`src/rtl/vx_aging_priority_arbiter_pkg.sv`:
```
// Shared types for the aging priority arbiter: lock-state encoding, default age type
// and the index-width helper.
package vx_arb_pkg;

  localparam int ARB_AGE_WIDTH_DEF = 4;

  // Default-width age counter; the arbiter declares its own width-matched copy.
  typedef logic [ARB_AGE_WIDTH_DEF-1:0] arb_age_t;

  typedef enum logic {
    ARB_IDLE   = 1'b0,
    ARB_LOCKED = 1'b1
  } arb_lock_state_e;

  // Index width that stays at least one bit wide for a single requester.
  function automatic int log2up(input int n);
    return (n > 1) ? $clog2(n) : 1;
  endfunction

endpackage

```
`src/rtl/vx_aging_priority_arbiter_penc.sv`:
```
// Lowest-index-wins priority encoder producing index, one-hot and valid.
module VX_priority_encoder #(
  parameter int N    = 4,
  parameter int LOGN = 2
) (
  input  logic [N-1:0]    data_i,
  output logic [LOGN-1:0] index_o,
  output logic [N-1:0]    onehot_o,
  output logic            valid_o
);

  // Isolate the lowest set bit, then fold the one-hot back into a binary index.
  always_comb begin
    onehot_o = data_i & (~data_i + N'(1));
    index_o  = '0;
    for (int i = 0; i < N; i++) begin
      index_o = index_o | (LOGN'(i) & {LOGN{onehot_o[i]}});
    end
    valid_o = |data_i;
  end

endmodule

```
`src/rtl/vx_aging_priority_arbiter.sv`:
```
// Fixed-priority arbiter with per-requester starvation aging and optional grant lock.
// Optional perf counter of promoted grants is enabled with VX_AGING_ARB_PERF_EN.
module vx_aging_priority_arbiter
  import vx_arb_pkg::*;
#(
  parameter int NUM_REQS     = 4,
  parameter int LOCK_ENABLE  = 0,
  parameter int AGE_WIDTH    = 4,
  parameter int MAX_AGE      = 15,
  parameter int LOG_NUM_REQS = log2up(NUM_REQS)
) (
  input  logic                    clk,
  input  logic                    reset,
  input  logic [NUM_REQS-1:0]     requests,
  input  logic                    unlock,
  output logic [LOG_NUM_REQS-1:0] grant_index,
  output logic [NUM_REQS-1:0]     grant_onehot,
  output logic                    grant_valid,
  output logic [NUM_REQS-1:0]     starved
`ifdef VX_AGING_ARB_PERF_EN
  ,
  output logic [31:0]             perf_promoted_grants
`endif
);

  typedef logic [AGE_WIDTH-1:0] age_t;
  localparam age_t MAX_AGE_C = age_t'(MAX_AGE);

  if (NUM_REQS < 1) begin : g_bad_num_reqs
    $error("vx_aging_priority_arbiter: NUM_REQS must be at least 1");
  end
  if ((MAX_AGE < 1) || (MAX_AGE > ((2 ** AGE_WIDTH) - 1))) begin : g_bad_max_age
    $error("vx_aging_priority_arbiter: MAX_AGE must lie in 1 .. 2**AGE_WIDTH-1");
  end

  logic [NUM_REQS-1:0]     starved_s;
  logic [NUM_REQS-1:0]     starved_req_s;
  logic [LOG_NUM_REQS-1:0] st_idx_s;
  logic [NUM_REQS-1:0]     st_oh_s;
  logic                    st_vld_s;
  logic [LOG_NUM_REQS-1:0] pl_idx_s;
  logic [NUM_REQS-1:0]     pl_oh_s;
  logic                    pl_vld_s;

  arb_lock_state_e         lock_state_q;
  logic [LOG_NUM_REQS-1:0] lock_idx_q;
  logic                    lock_hold_s;

  logic [LOG_NUM_REQS-1:0] grant_index_s;
  logic [NUM_REQS-1:0]     grant_onehot_s;
  logic                    grant_valid_s;
  logic                    promoted_s;
  logic                    accept_s;

  assign starved_req_s = starved_s & requests;

  VX_priority_encoder #(
    .N    (NUM_REQS),
    .LOGN (LOG_NUM_REQS)
  ) u_starved_enc (
    .data_i   (starved_req_s),
    .index_o  (st_idx_s),
    .onehot_o (st_oh_s),
    .valid_o  (st_vld_s)
  );

  VX_priority_encoder #(
    .N    (NUM_REQS),
    .LOGN (LOG_NUM_REQS)
  ) u_plain_enc (
    .data_i   (requests),
    .index_o  (pl_idx_s),
    .onehot_o (pl_oh_s),
    .valid_o  (pl_vld_s)
  );

  // A held lock only counts while its owner keeps requesting; a withdrawn owner
  // releases the grant in the same cycle.
  assign lock_hold_s = (lock_state_q == ARB_LOCKED) && requests[lock_idx_q];

  // Grant selection: lock, then starved requesters, then plain priority.
  always_comb begin
    grant_index_s  = pl_idx_s;
    grant_onehot_s = pl_oh_s;
    grant_valid_s  = pl_vld_s;
    promoted_s     = 1'b0;
    if (lock_hold_s) begin
      grant_index_s  = lock_idx_q;
      grant_onehot_s = NUM_REQS'(1) << lock_idx_q;
      grant_valid_s  = 1'b1;
    end else if (st_vld_s) begin
      grant_index_s  = st_idx_s;
      grant_onehot_s = st_oh_s;
      grant_valid_s  = 1'b1;
      promoted_s     = 1'b1;
    end else begin
      grant_index_s  = pl_idx_s;
      grant_onehot_s = pl_oh_s;
      grant_valid_s  = pl_vld_s;
    end
  end

  assign accept_s = grant_valid_s && unlock;

  if (LOCK_ENABLE != 0) begin : g_lock
    arb_lock_state_e         lock_state_d;
    logic [LOG_NUM_REQS-1:0] lock_idx_d;

    // Lock state register.
    always_ff @(posedge clk or posedge reset) begin
      if (reset) begin
        lock_state_q <= ARB_IDLE;
        lock_idx_q   <= '0;
      end else begin
        lock_state_q <= lock_state_d;
        lock_idx_q   <= lock_idx_d;
      end
    end

    // Lock next state: capture an unaccepted grant, release on accept or withdrawal.
    always_comb begin
      lock_state_d = lock_state_q;
      lock_idx_d   = lock_idx_q;
      case (lock_state_q)
        ARB_IDLE: begin
          if (grant_valid_s && !unlock) begin
            lock_state_d = ARB_LOCKED;
            lock_idx_d   = grant_index_s;
          end else begin
            lock_state_d = ARB_IDLE;
          end
        end
        ARB_LOCKED: begin
          if (accept_s || !requests[lock_idx_q]) begin
            lock_state_d = ARB_IDLE;
          end else begin
            lock_state_d = ARB_LOCKED;
          end
        end
        default: begin
          lock_state_d = ARB_IDLE;
          lock_idx_d   = '0;
        end
      endcase
    end
  end else begin : g_nolock
    assign lock_state_q = ARB_IDLE;
    assign lock_idx_q   = '0;
  end

  for (genvar i = 0; i < NUM_REQS; i++) begin : g_age
    age_t age_q;
    age_t age_d;

    // Age next state: clear when idle or served, otherwise count up and saturate.
    always_comb begin
      if (!requests[i] || (accept_s && grant_onehot_s[i])) begin
        age_d = '0;
      end else if (age_q == MAX_AGE_C) begin
        age_d = age_q;
      end else begin
        age_d = age_q + age_t'(1);
      end
    end

    // Age register.
    always_ff @(posedge clk or posedge reset) begin
      if (reset) begin
        age_q <= '0;
      end else begin
        age_q <= age_d;
      end
    end

    assign starved_s[i] = (age_q == MAX_AGE_C);
  end

`ifdef VX_AGING_ARB_PERF_EN
  logic [31:0] perf_q;

  // Count accepted grants won through the starvation path; wraps naturally.
  always_ff @(posedge clk or posedge reset) begin
    if (reset) begin
      perf_q <= 32'd0;
    end else if (accept_s && promoted_s) begin
      perf_q <= perf_q + 32'd1;
    end else begin
      perf_q <= perf_q;
    end
  end

  assign perf_promoted_grants = perf_q;
`endif

  assign grant_index  = grant_index_s;
  assign grant_onehot = grant_onehot_s;
  assign grant_valid  = grant_valid_s;
  assign starved      = starved_s;

endmodule

```
`config.mk`:
```
export PLATFORM = sky130hd
export DESIGN_NAME = vx_aging_priority_arbiter
export DESIGN_NICKNAME = d
export VERILOG_FILES = /design/src/rtl/vx_aging_priority_arbiter_pkg.sv /design/src/rtl/vx_aging_priority_arbiter_penc.sv /design/src/rtl/vx_aging_priority_arbiter.sv
export SDC_FILE = /design/constraint.sdc
export NUM_CORES = 1
export LEC_CHECK = 0
export ABC_AREA = 0
export CAP_MARGIN = 10
export CORE_ASPECT_RATIO = 2
export CORE_UTILIZATION = 35
export DETAILED_ROUTE_END_ITERATION = 6
export PLACE_DENSITY = 0.6
export SYNTH_ARGS = -nofsm -noshare
export SYNTH_HDL_FRONTEND = slang
export SYNTH_SLANG_ARGS = --single-unit
export TNS_END_PERCENT = 100
```
`constraint.sdc`:
```
create_clock -name clk -period 4.75 [get_ports clk]
set_input_delay 0.95 -clock clk [delete_from_list [all_inputs] [get_ports clk]]
set_output_delay 0.95 -clock clk [all_outputs]
set_load 0.01 [all_outputs]
```
After elaboration in Yosys (flattened, before gate mapping)
Cells that the tools add are included.
{"block": "word_totals", "output_inout_bits": 11, "wordCells": 53, "ff_bits": 16, "input_bits": 7}
{"block": "classes", "bitwise": 9, "n_addsub": 6, "reduce_logical": 15, "n_eq_ne": 8, "muxes": 11}
{"cell": "4-bit two-way mux", "count": 9}
{"cell": "4-bit by 1-bit adder with 4-bit output (second input constant)", "count": 6}
{"cell": "4-bit equality test (second input constant)", "count": 4}
{"cell": "4-bit AND", "count": 3}
{"cell": "2-bit by 1-bit != test with 1-bit output (second input constant)", "count": 4}
{"cell": "4-bit NOT", "count": 2}
{"cell": "4-bit OR reduction", "count": 2}
{"cell": "1-bit logical AND", "count": 5}
{"cell": "1-bit logical NOT", "count": 4}
{"cell": "1-bit logical OR", "count": 4}
{"cell": "1-bit by 2-bit bitwise OR with 2-bit output", "count": 2}
{"cell": "2-bit bitwise OR", "count": 2}
{"cell": "2-bit two-way mux", "count": 1}
{"cell": "1-bit two-way mux", "count": 1}

Logic depth before layout (Yosys ltp)
Gate-level depths: netlist of run 1.
{"block": "logic_depth", "ltp_word": 9, "depth_mapped": 6, "mapped_depth_nobuf": 6}

Cells and area by module
Synthesis of run 1 repeated with hierarchy kept, for this count alone.
{"block": "hier_totals", "cells_unflattened": 123, "area_unflattened_um2": 1158.6}
{"mod": "vx_aging_priority_arbiter", "seq_area_each_um2": 400.4, "area_each_um2": 1041.0, "cells_per_inst": 103, "instances": 1}
{"mod": "VX_priority_encoder", "seq_area_each_um2": 0.0, "area_each_um2": 58.8, "cells_per_inst": 10, "instances": 2}

Worst setup path after synthesis of run 1
OpenSTA, ideal clock, no wires.
{"block": "synth_path", "kind": "input to output", "startpoint": "in requests[2]", "endpoint": "out grant_index[0]", "path_buffers": 0, "t_arrival_ns": 1.702, "slack_ns": 2.098, "t_required_ns": 3.800, "stages": 4, "path_cell_list": "nor3_1 o21ai_4 nor2_1 or2_1"}
{"block": "synth_between", "elab_chain_len": 6, "word_cells_on_any_way": 11, "classes_between": "2 x add/sub; 1 x mux; 7 x bitwise; 1 x reduce/logical"}
{"item": "from (decl)", "line_no": "vx_aging_priority_arbiter.sv:14", "text": "input logic [NUM_REQS-1:0] requests,"}
{"item": "4-bit AND", "line_no": "vx_aging_priority_arbiter.sv:55", "text": "assign starved_req_s = starved_s & requests;"}
{"item": "4-bit NOT", "line_no": "vx_aging_priority_arbiter_penc.sv:14", "text": "onehot_o = data_i & (~data_i + N'(1));"}
{"item": "4-bit by 1-bit adder with 4-bit output", "line_no": "vx_aging_priority_arbiter_penc.sv:14"}
{"item": "4-bit AND", "line_no": "vx_aging_priority_arbiter_penc.sv:14"}
{"item": "2-bit bitwise OR", "line_no": "vx_aging_priority_arbiter_penc.sv:17", "text": "index_o = index_o | (LOGN'(i) & {LOGN{onehot_o[i]}});"}
{"item": "2-bit two-way mux (*)", "line_no": "vx_aging_priority_arbiter.sv:91", "text": "end else if (st_vld_s) begin"}
{"item": "to (decl)", "line_no": "vx_aging_priority_arbiter.sv:16", "text": "output logic [LOG_NUM_REQS-1:0] grant_index,"}
Mark *: on every way between the ends. The rest lies on a longest branch, timed or not.

Final worst setup path of run 1
{"block": "layout_path", "startpoint": "in requests[0]", "endpoint": "out grant_index[0]"}
{"block": "layout_between", "elab_chain_len": 7, "word_cells_on_any_way": 13, "classes_between": "2 x add/sub; 1 x mux; 9 x bitwise; 1 x reduce/logical"}
{"item": "4-bit AND", "line_no": "vx_aging_priority_arbiter.sv:55"}
{"item": "4-bit NOT", "line_no": "vx_aging_priority_arbiter_penc.sv:14"}
{"item": "4-bit by 1-bit adder with 4-bit output", "line_no": "vx_aging_priority_arbiter_penc.sv:14"}
{"item": "4-bit AND", "line_no": "vx_aging_priority_arbiter_penc.sv:14"}
{"item": "1-bit by 2-bit bitwise OR with 2-bit output", "line_no": "vx_aging_priority_arbiter_penc.sv:17"}
{"item": "2-bit bitwise OR", "line_no": "vx_aging_priority_arbiter_penc.sv:17"}
{"item": "2-bit two-way mux (*)", "line_no": "vx_aging_priority_arbiter.sv:91"}
Marks and branches as above.

==> results of run 1 <==
## through the flow
stage	cells	worst slack (ns)	hold slack [ns]
floorplan	109	2.10	0.507
global placement	152	1.07	0.551
detailed placement	152	1.05	0.550
CTS	155	1.03	0.561
global route	155	0.902	0.598
finish	155	1.03	0.555
## placed cells by master (no fill, tap or decap), drive strengths merged, types with 4 or more instances in the layout
master and count:
nor2 22, clkdlybuf4s50 17, dfrtp 16, nand3 10, nand2 8, nor3 6
a31oi 5, nand4 5, o21ai 5, mux2i 4, ha 4
## area by class of cell
class | count | area share, %
repair buffers | 17 | 13.4
multi-input cells | 88 | 48.3
well taps | 29 | 2.86
inverters | 2 | 0.592
flip-flops and latches | 16 | 31.6
clock buffers | 3 | 3.26
## logic make-up (layout without fill, tap and decap cells)
kind of cell / count (synthesis) / after routing / share of synthesized area [%]
AO/OA/AOI/OAI: 17 / 17 / 13.8
multiplexers: 4 / 4 / 3.85
XOR/XNOR: 4 / 4 / 3.37
flip-flops: 16 / 16 / 38.5
adder cells (fa/ha/maj): 4 / 4 / 4.81
AND/OR/NAND/NOR: 59 / 59 / 32.9
buffers and inverters: 5 / 22 / 2.76
## power groups by stage
stage	logic [mW]	clock network, mW	registers, mW
2_1_floorplan	0.0258	0	0.151
3_3_place_gp	0.0434	0	0.153
3_5_place_dp	0.0438	0	0.153
4_1_cts	0.0441	0.106	0.150
5_1_grt	0.0500	0.111	0.151
6_report	0.0432	0.100	0.151
## path summary, 6_finish.rpt
check,start,end,slack (ns),cells past startpoint
max,requests[0],grant_index[0],1.03,6
min,g_age[0].age_q[3],g_age[0].age_q[3],0.56,1
max reg2reg,g_age[3].age_q[0],g_age[3].age_q[1],3.19,5
min reg2reg,g_age[0].age_q[3],g_age[0].age_q[3],0.56,1
max in group asynchronous,reset,g_age[0].age_q[2],3.24,2
min in group asynchronous,reset,g_age[1].age_q[3],1.09,2
## metal layers
layer  vias to the layer above  global-route usage [%]  wire (um)  part of all wire [%]
li1                        425                       -          -                     -
met1                       407                    19.1        903                    43
met2                        15                    25.7       1100                    52
met3                         2                    2.51         81                   3.8
met4                         0                    7.00         19                  0.90
met5                         -                       0          0                     0
==> metrics.log, run 1 <==
INFO  metric crit_path_max_fanout = 7
INFO  metric worst-endpoint-required = 3.80 ns
INFO  metric drcViolationCount = 0
INFO  metric biggestRegsByFlops = g_age.age_q (16)
INFO  metric power-per-cell-area = 232 mW/mm^2
INFO  metric worst_setup_hold_path_clk_slew = 0.06 ns
INFO  metric clock-skew-final = 0.00308 ns
INFO  metric filler_cell_count = 289
INFO  metric max_flop_register = g_age.age_q
INFO  metric n_antenna_cell = 0
INFO  metric worstPathBufferInverterCount = 2
INFO  metric power_report.internal_total = 0.219 mW
INFO  metric worst_ep_arrival_time = 2.77 ns
INFO  metric starting_density_of_the_core = 37.1%
INFO  metric outcome = finished, final reports clean
INFO  metric synthesized_area_per_cell = 9.55 um^2
INFO  metric fin_tns_setup = 0 ns
INFO  metric synth.net_count = 120
INFO  metric grt_pass1_wl = 3670 um
INFO  metric vias = 849
INFO  metric min_period = 3.72 ns
INFO  metric relative_max_transition_margin = 56.7%
INFO  metric ys_top_cells_by_count = 22 x sky130_fd_sc_hd__nor2_1, 16 x sky130_fd_sc_hd__dfrtp_1, 8 x sky130_fd_sc_hd__nand2_1, 7 x sky130_fd_sc_hd__nand3_1
INFO  metric yosys.area.top_type = sky130_fd_sc_hd__dfrtp_1
INFO  metric grt_pass1_vias = 839
INFO  metric crit_path_frequent_cell = sky130_fd_sc_hd__clkdlybuf4s50_1
INFO  metric place_hpwl = 1580 um
INFO  metric finish_stage_setup_viols = 0
INFO  metric antenna_violating_nets_remaining = 0
INFO  metric dpl_cell_area = 0.00123 mm^2
INFO  metric design.final.nets = 139
INFO  metric worst_slew_pin_slew = 0.648 ns
INFO  metric drive_above_1_share = 18.3%
INFO  metric timing.critical_path.slowest_cell_delay = 0.56 ns
INFO  metric tritoncts_num_sinks = 16
INFO  metric timing.critical_path.max_delay_family = buffers and inverters
INFO  metric worstSetupEndpointType = output port
INFO  metric synth.lib_cells_used.distinct = 29
INFO  metric ir_worst_vdd = 0.117 mV
INFO  metric multi_input_comb_area = 612 um^2
INFO  metric critPathLaunchType = input pin
INFO  metric die_height = 79.1 um
INFO  metric power_switching_share = 25.4%
INFO  metric rows = 27
INFO  metric design_area = 0.00127 mm^2
INFO  metric worstHoldPathType = flop to flop
INFO  metric yosys_most_used_dff = sky130_fd_sc_hd__dfrtp_1
INFO  metric grt_overflow_total = 0
INFO  metric p_seq_share = 51.2%
INFO  metric power_frac_clock = 34.1%
INFO  metric area_delta_synth_final = 21.8%
INFO  metric syn-instance-count = 109
INFO  metric floorplan.die_area = 0.00321 mm^2
INFO  metric pin_count_of_the_biggest_net_entering_global_routing = 17
INFO  metric cts_hold_repair.buffers = 0
INFO  metric die_x = 40.6 um
INFO  metric ys.warnings.count = 0
INFO  metric utilization = 45.2%
INFO  metric hold_viol = 0
INFO  metric most_frequent_cell_after_synthesis = sky130_fd_sc_hd__nor2_1
INFO  metric setup.worst_path.class = input pin to output port
INFO  metric drt_first_pass_iters = 3
INFO  metric synth-edff-count = 0
INFO  metric max_freq = 0.269 GHz
INFO  metric worstPathCellList = clkdlybuf4s50_1 -> nor3_1 -> o21ai_4 -> nor2_1 -> or2_1 -> clkdlybuf4s50_1
INFO  metric synth.area.top_cells = sky130_fd_sc_hd__dfrtp_1 38%, sky130_fd_sc_hd__nor2_1 7.9%, sky130_fd_sc_hd__ha_1 4.8%
INFO  metric drt-initial-drc-count = 12
INFO  metric flip_flop_and_latch_count_after_synthesis = 16
INFO  metric power.combinational.fraction = 14.7%
INFO  metric largest_register_ffs = 16
INFO  metric htree_levels = 1
INFO  metric vias_per_cell = 5.48
INFO  metric report.final.slew_viol_count = 0
INFO  metric cts_tree = yes
INFO  metric synth_top_area_share = 38.5%
INFO  metric cts_inserted_buffers = 3
INFO  metric finalPower = 0.294 mW
INFO  metric synth_async_sr_flop_share = 100%
INFO  metric place_congestion = 0.787
INFO  metric core-area = 0.00280 mm^2
INFO  metric drt-wirelength-per-cell = 13.6 um
INFO  metric max_cap_viol_count = 0
INFO  metric unrepaired_setup_endpoints_after_global_routing = no
INFO  metric static-leakage-power = 0.574 nW
INFO  metric area.sequential = 400 um^2
INFO  metric power.net_switching = 0.0747 mW
INFO  metric grt.total_usage = 15.8%
INFO  metric antenna_found_initial = 0
INFO  metric clock_insertion_delay_worst_skew = 0.25 ns
INFO  metric io-pin-count = 18
INFO  metric cpMaxStageDelayCell = sky130_fd_sc_hd__clkdlybuf4s50_1
INFO  metric part_of_the_cycle_the_worst_path_needs = 78.2%
INFO  metric cts-root-to-sink-buffers = 2
INFO  metric io_buffer_count = 17
INFO  metric mappedNetlistArea = 0.00104 mm^2
INFO  metric detail_route.wirelength = 2110 um
INFO  metric root_buffer = sky130_fd_sc_hd__clkbuf_8
INFO  metric cts_post_setup_buffers_inserted = 0
INFO  metric cts_repair_resize_count = 0
INFO  metric synth_seq_area_share = 38.5%
Note: power is estimated with default switching activity, not from simulation.
==> run 2: changes to the inputs <==
==> constraint.sdc (replaced) <==
create_clock -name clk -period 3.6 [get_ports clk]
set_input_delay 0.72 -clock clk [delete_from_list [all_inputs] [get_ports clk]]
set_output_delay 0.72 -clock clk [all_outputs]
set_load 0.01 [all_outputs]
==> run 2 against run 1 <==
Register-to-register slack got worse by 1.2 ns; final cell count did not move; non-clock buffer count did not move; count of clock-buffer cells in the layout did not move; design area did not move; worst setup slack got worse by 0.68 ns; critical path depth did not move; combinational power rose by 32%; sequential share of layout area did not move; first-iteration DRC count fell by 75%; core utilization did not move.
==> metrics.log, run 2 (synthesis results as in run 1) <==
INFO  metric io_buffer_count = 17
INFO  metric cts-root-to-sink-buffers = 2
INFO  metric worstHoldPathType = flop to flop
INFO  metric worst_hold_slack = 0.555 ns
INFO  metric tritoncts_num_sinks = 16
INFO  metric worst_slew_pin_slew = 0.642 ns
INFO  metric utilization = 45.2%
INFO  metric hold_viol = 0
INFO  metric cts_inserted_buffers = 3
INFO  metric rows = 27
INFO  metric htree_levels = 1
INFO  metric ir_worst_vdd = 0.172 mV
INFO  metric worst_ep_arrival_time = 2.53 ns
INFO  metric grt_overflow_total = 0
INFO  metric design.final.nets = 139
INFO  metric starting_density_of_the_core = 37.1%
INFO  metric largest_register_ffs = 16
INFO  metric core-area = 0.00280 mm^2
INFO  metric finalWorstSetupSlack = 0.350 ns
INFO  metric n_antenna_cell = 0
INFO  metric crit_path_max_fanout = 7
INFO  metric cts_hold_repair.buffers = 0
INFO  metric clock-skew-final = 0.00192 ns
INFO  metric cts_tree = yes
INFO  metric preCtsSetupSlack = 0.363 ns
INFO  metric drt_first_pass_iters = 4
INFO  metric cts_repair_resize_count = 0
INFO  metric worst_setup_hold_path_clk_slew = 0.06 ns
INFO  metric filler_cell_count = 293
INFO  metric fin_tns_setup = 0 ns
INFO  metric power-per-cell-area = 309 mW/mm^2
INFO  metric root_buffer = sky130_fd_sc_hd__clkbuf_8
INFO  metric detail_route.wirelength = 2130 um
INFO  metric grt_pass1_vias = 826
INFO  metric vias = 853
INFO  metric worstSetupEndpointType = output port
INFO  metric die_height = 79.1 um
INFO  metric vias_per_cell = 5.50
INFO  metric outcome = finished, final reports clean
INFO  metric max_freq = 0.308 GHz
INFO  metric floorplan.die_area = 0.00321 mm^2
INFO  metric worst-endpoint-required = 2.88 ns
INFO  metric clock_insertion_delay_worst_skew = 0.25 ns
INFO  metric area_delta_synth_final = 21.8%
INFO  metric static-leakage-power = 0.574 nW
INFO  metric setup.worst_path.class = input pin to output port
INFO  metric biggestRegsByFlops = g_age.age_q (16)
INFO  metric relative_max_transition_margin = 57.2%
INFO  metric pin_count_of_the_biggest_net_entering_global_routing = 17
INFO  metric antenna_found_initial = 0
INFO  metric report.final.slew_viol_count = 0
INFO  metric most-common-layout-cells = 22 x sky130_fd_sc_hd__nor2_1, 17 x sky130_fd_sc_hd__clkdlybuf4s50_1, 16 x sky130_fd_sc_hd__dfrtp_1
INFO  metric grt_pass1_wl = 3630 um
INFO  metric part_of_the_cycle_the_worst_path_needs = 90.3%
INFO  metric drt-wirelength-per-cell = 13.7 um
INFO  metric most_common_cell_after_layout_fill_and_taps_aside = sky130_fd_sc_hd__nor2_1
INFO  metric max_flop_register = g_age.age_q
INFO  metric drt-initial-drc-count = 3
INFO  metric place_congestion = 0.787
INFO  metric drcViolationCount = 0
INFO  metric finish_stage_setup_viols = 0
INFO  metric io-pin-count = 18
INFO  metric antenna_violating_nets_remaining = 0
INFO  metric place_hpwl = 1590 um
INFO  metric grt.total_usage = 15.7%
INFO  metric max_cap_viol_count = 0
INFO  metric unrepaired_setup_endpoints_after_global_routing = no
INFO  metric min_period = 3.25 ns
INFO  metric die_x = 40.6 um
INFO  metric drive_above_1_share = 18.3%
INFO  metric critPathLaunchType = input pin
INFO  metric cts_post_setup_buffers_inserted = 0
## run 2: cell counts in the layout (fill, tap and decap cells not counted)
Identical to the previous run, type by type.
## run 2: layout make-up
class                      count  area [um^2]  area share, %
clock buffer                   3         41.3           3.26
inverter                       2         7.51          0.592
multi-input combinational     88          612           48.3
sequential                    16          400           31.6
tap                           29         36.3           2.86
timing repair buffer          17          170           13.4
## run 2: final timing paths
check | start | to | slack (ns) | cells past startpoint
worst min register to register | g_age[0].age_q[3] | g_age[0].age_q[3] | 0.56 | 1
worst min-delay path | g_age[0].age_q[3] | g_age[0].age_q[3] | 0.56 | 1
worst max-delay path | requests[0] | grant_index[0] | 0.35 | 6
max in group asynchronous | reset | g_age[0].age_q[2] | 2.33 | 2
min in group asynchronous | reset | g_age[1].age_q[3] | 0.85 | 2
worst max register to register | g_age[3].age_q[0] | g_age[3].age_q[1] | 2.03 | 5
## run 2: report_power, final
part           leakage, nW  internal (mW)  switching [mW]
clock network       0.0216         0.0743          0.0613
logic                0.336         0.0268          0.0301
registers            0.216          0.188          0.0105
## run 2: per-layer routing
layer  GRT usage (%)  share of wire [%]  up-vias
met5               0                  0        -
met4            7.00                2.1        0
met3            3.35                4.1        5
met2            25.7                 51       18
met1            18.4                 43      406
li1                -                  -      424
## run 2: per-stage QoR
stage	area [um^2]	std cells	total power [mW]
3_5_place_dp	1230	152	0.260
4_1_cts	1270	155	0.397
3_3_place_gp	1230	152	0.259
2_1_floorplan	1040	109	0.234
6_report	1270	155	0.391
5_1_grt	1270	155	0.414
## run 2: worst max-delay path, cell delays in order
cell and delay [ns]:
sky130_fd_sc_hd__clkdlybuf4s50_1 0.56, sky130_fd_sc_hd__nor3_1 0.36, sky130_fd_sc_hd__o21ai_4 0.08, sky130_fd_sc_hd__nor2_1 0.17, sky130_fd_sc_hd__or2_1 0.12, sky130_fd_sc_hd__clkdlybuf4s50_1 0.52
==> run 3: changes to the inputs <==
--- a/config.mk
+++ b/config.mk
@@ -10,7 +10,7 @@
 export CORE_ASPECT_RATIO = 2
 export CORE_UTILIZATION = 35
 export DETAILED_ROUTE_END_ITERATION = 6
-export PLACE_DENSITY = 0.6
+export SLEW_MARGIN = 20
 export SYNTH_ARGS = -nofsm -noshare
 export SYNTH_HDL_FRONTEND = slang
 export SYNTH_SLANG_ARGS = --single-unit
==> results of run 3 <==
The final DEF is identical to that of run 2; final timing and power are the same.
